### src/rtl/fifo_rd_ptr_ctrl.sv
// Read-side pointer controller for an asynchronous FIFO: synchronizes the Gray
// write pointer and produces the Gray read pointer, read address and status flags.
module fifo_rd_ptr_ctrl #(
    parameter int ADD_WIDTH     = 4,
    parameter int AEMPTY_THRESH = 2
) (
    input  logic                 rd_clk,
    input  logic                 rd_rst,
    input  logic                 rd_inc,
    input  logic [ADD_WIDTH:0]   wr_ptr,
    input  logic                 rd_err_clr,
    output logic [ADD_WIDTH:0]   rd_ptr,
    output logic [ADD_WIDTH-1:0] rd_addr,
    output logic                 rd_empty,
    output logic                 rd_aempty,
    output logic [ADD_WIDTH:0]   rd_level,
    output logic                 rd_underflow
);

    localparam int PW = ADD_WIDTH + 1;
    localparam logic [PW-1:0] AEMPTY_LIM = PW'(AEMPTY_THRESH);

    logic [PW-1:0] wq1;
    logic [PW-1:0] wq2;
    logic [PW-1:0] wr_bin_sync;
    logic [PW-1:0] rd_bin;
    logic [PW-1:0] rd_gray;
    logic [PW-1:0] rd_bin_next;
    logic [PW-1:0] rd_gray_next;
    logic [PW-1:0] rd_level_next;
    logic          rd_accept;

    // Two-flop synchronizer; the stages are back-to-back with no logic between.
    always_ff @(posedge rd_clk) begin
        if (rd_rst) begin
            wq1 <= '0;
            wq2 <= '0;
        end else begin
            wq1 <= wr_ptr;
            wq2 <= wq1;
        end
    end

    // Each binary bit is the XOR of the Gray bit at that position and all above it.
    always_comb begin
        wr_bin_sync = '0;
        for (int i = 0; i < PW; i++) begin
            wr_bin_sync[i] = ^(wq2 >> i);
        end
    end

    always_comb begin
        rd_accept     = rd_inc & ~rd_empty;
        rd_bin_next   = rd_bin + PW'(rd_accept);
        rd_gray_next  = rd_bin_next ^ (rd_bin_next >> 1);
        rd_level_next = wr_bin_sync - rd_bin_next;
    end

    // Flags are computed from the post-read pointer so a draining read shows empty at once.
    always_ff @(posedge rd_clk) begin
        if (rd_rst) begin
            rd_bin    <= '0;
            rd_gray   <= '0;
            rd_empty  <= 1'b1;
            rd_aempty <= 1'b1;
            rd_level  <= '0;
        end else begin
            rd_bin    <= rd_bin_next;
            rd_gray   <= rd_gray_next;
            rd_empty  <= (rd_gray_next == wq2);
            rd_aempty <= (rd_level_next <= AEMPTY_LIM);
            rd_level  <= rd_level_next;
        end
    end

    // A new underflow outranks a clear arriving in the same cycle.
    always_ff @(posedge rd_clk) begin
        if (rd_rst) begin
            rd_underflow <= 1'b0;
        end else if (rd_inc && rd_empty) begin
            rd_underflow <= 1'b1;
        end else if (rd_err_clr) begin
            rd_underflow <= 1'b0;
        end
    end

    assign rd_ptr  = rd_gray;
    assign rd_addr = rd_bin[ADD_WIDTH-1:0];

endmodule

### config.mk
export PLATFORM = sky130hd
export DESIGN_NAME = fifo_rd_ptr_ctrl
export DESIGN_NICKNAME = d
export VERILOG_FILES = /design/src/rtl/fifo_rd_ptr_ctrl.sv
export SDC_FILE = /design/constraint.sdc
export NUM_CORES = 1
export LEC_CHECK = 0
export CAP_MARGIN = 20
export CORE_MARGIN = 2
export CORE_UTILIZATION = 40
export CTS_CLUSTER_DIAMETER = 150
export DETAILED_ROUTE_END_ITERATION = 12
export GPL_ROUTABILITY_DRIVEN = 0
export GPL_TIMING_DRIVEN = 0
export RECOVER_POWER = 25
export SLEW_MARGIN = 20
export SYNTH_ARGS = -nofsm -noshare
export SYNTH_HDL_FRONTEND = slang
export SYNTH_SLANG_ARGS = --single-unit
export TNS_END_PERCENT = 5
### constraint.sdc
create_clock -name rd_clk -period 4.75 [get_ports rd_clk]
set_clock_uncertainty 0.1 [all_clocks]
set_input_delay 1.425 -clock rd_clk [delete_from_list [all_inputs] [get_ports rd_clk]]
set_output_delay 1.425 -clock rd_clk [all_outputs]
set_load 0.05 [all_outputs]
==> qor.yml <==
outcome:
  status: "finished, final reports clean"
layout:
  seq_area_um2: 540.5
  fill_cells: 283
  drive_above_1_share_pct: 7.006
  final_common_cell: "dfxtp_1"
  final_cell_mix: "27 x dfxtp_1, 22 x clkdlybuf4s50_1, 18 x xnor2_1"
  final_util_pct: 52.19
  nets: 172
  multiInputGateArea_um2: 671.9
  diodes: 0
  area_delta_synth_final_pct: 25.55
place:
  dpl.hpwl_um: 1692
  portBuffers: 24
power:
  peakVddDrop_mv: 0.1544
  powerDensity_nw_per_um2: 344.3
  p_leak_uw: 0.0006096
route:
  detail_route.wl_per_cell_um: 10.75
  finalWirelength_um: 2161
  drt_pass1_iterations: 2
  avgViaCountPerCell: 4.607
  drt_iter0_drc: 9
  drc: 0
  via_count: 926
  ant_nets: 0
sta:
  max_freq_mhz: 245.1
  max_slew_margin_pct: 61.02
  rsz0062_at_grt: "no"
  min_period_ns: 4.080
  finalHoldViolations: 0
  worst_slew_pin_slew_ns: 0.5848
  setup_viol: 0
  finalSetupTns_ns: 0
  slew_viol_final: 0
  post-route-period-util_pct: 85.89
floorplan:
  initial_utilization_pct: 41.57
  die_w_um: 60.10
  fp-row-count: 20
  die_h_um: 60.10
  io_pins: 26
  core_area_um2: 3028
  dieArea_um2: 3611
setup_path:
  cp_common_cell: "ha_1"
  critical_path_class: "input port to flip-flop"
  path_buf_inv: 2
  crit_family: "compound AO/OA/AOI/OAI gates"
  crit_slowest_cell: "clkdlybuf4s50_1"
  rrSetupSlack_ns: 1.80
  crit_path_max_incr_delay_ns: 0.42
  critPathMaxFanout: 10
  cp-start-kind: "input port"
  crit_arrival_ns: 4.22
  required_ns: 4.89
  end_kind: "flip-flop"
  crit_chain: "clkdlybuf4s50_1 -> nor2b_1 -> ha_1 -> ha_1 -> clkbuf_1 -> xnor2_1 -> ha_1 -> o211a_1 -> a211o_1 -> a22o_1 -> a2111oi_4"
global_routing:
  grt_use_total_pct: 14.36
  antenna_found_initial: 0
  grt_pass1_wl_um: 3891
  grt_pass1_vias: 873
  grt_start_max_net_pins: 15
  overflow: 0
clock_tree:
  htreeDepth: 1
  cts-resized-gates: 0
  cts.clk_slew.worst_paths_ns: 0.14
  clkLatencyLatePin_ns: 0.32
  cts_hold_buffers: 0
  cts_tree: "yes"
  clockBufferDepth: 2
  cts_buffers: 3
  clock-sinks: 27
  cts_setup_buffers: 0
  clockRootBuffer: "clkbuf_4"
synth:
  synth_seq_cells: 27
  syn_nets: 143
  async_reset_ff_share_pct: 0
  synthFlopType: "dfxtp_1"
  synth_cell_type_count: 35
  syn_inst: 129
  yosysSeqAreaShare_pct: 42.94
  yosysTopAreaCell: "dfxtp_1"
  syn_area_per_cell_um2: 9.757
  netlist.area_leader.share_pct: 42.94
  netlist_top_cells_area: "dfxtp_1 43%, xnor2_1 13%, nor2b_1 6.5%, ha_1 5.0%, nor2_1 4.8%"
  synth_edf_count: 0
  yosysWarningCount: 0
  syn_area_um2: 1259
flow_run:
  drv_cap: 0
min_path:
  hold_class: "flip-flop to flip-flop"
[power by group]
group	total, uW	internal [uW]	switching (uW)
clock network	98.1	32.9	65.2
logic	192	78.2	114
registers	254	247	6.85
[state kept, by name, summed over array words and instances, names as in the netlist]
register / cells
rd_bin: 5
rd_level: 5
wq1: 5
wq2: 5
rd_ptr: 4
rd_aempty: 1
rd_empty: 1
rd_underflow: 1
[stage by stage]
stage / setup WS, ns / cells / hold WS [ns] / instance area [um^2] / total power (uW)
global route: 0.4952 / 201 / 0.3658 / 1580 / 574.7
global placement: 0.3604 / 197 / 0.3190 / 1554 / 451.6
CTS: 0.6708 / 201 / 0.3539 / 1580 / 552.0
finish: 0.6700 / 201 / 0.3508 / 1580 / 544.1
floorplan: 0.9588 / 129 / 0.3138 / 1259 / 400.2
detailed placement: 0.3258 / 197 / 0.3204 / 1554 / 453.2
[synthesized netlist by cell type, types with 2 or more instances]
master / n
nand3_1: 3
xnor2_1: 18
nand2b_1: 2
inv_1: 6
o211ai_1: 3
nor2_1: 16
dfxtp_1: 27
o21ai_0: 2
a211oi_1: 2
a21o_1: 2
xor2_1: 3
ha_1: 5
clkbuf_1: 4
nand2_1: 2
a21oi_1: 2
nor2b_1: 13
[per-layer routing]
metal,global-route usage (%),up-vias,wire length (um)
met4,6.667,0,45
met1,17.02,423,987
li1,-,480,-
met3,1.948,5,58
met5,0,-,0
met2,25.31,18,1068
[cell families after synthesis]
family                     synth area share, %
DFF                                      42.94
buffers and inverters                    3.677
AOI/OAI and AO/OA                        14.41
muxes                                   0.7953
xor gates and xnor gates                 17.20
and+or+nand+nor                          16.00
adders and majority gates                4.970
[layout make-up]
type | instances | area share (%)
buffer | 6 | 1.504
clock buffer | 4 | 1.663
inverter | 6 | 1.425
multi-input combinational | 90 | 42.52
sequential | 27 | 34.20
tap | 44 | 3.484
timing repair buffer | 24 | 15.20
[worst paths after layout]
path,cells past startpoint,to,from
max,11,rd_aempty,rd_inc
min,1,wq2[0],wq1[0]
max reg2reg,11,rd_aempty,wq2[4]
min reg2reg,1,wq2[0],wq1[0]
Power figures use the tool's default switching activity.
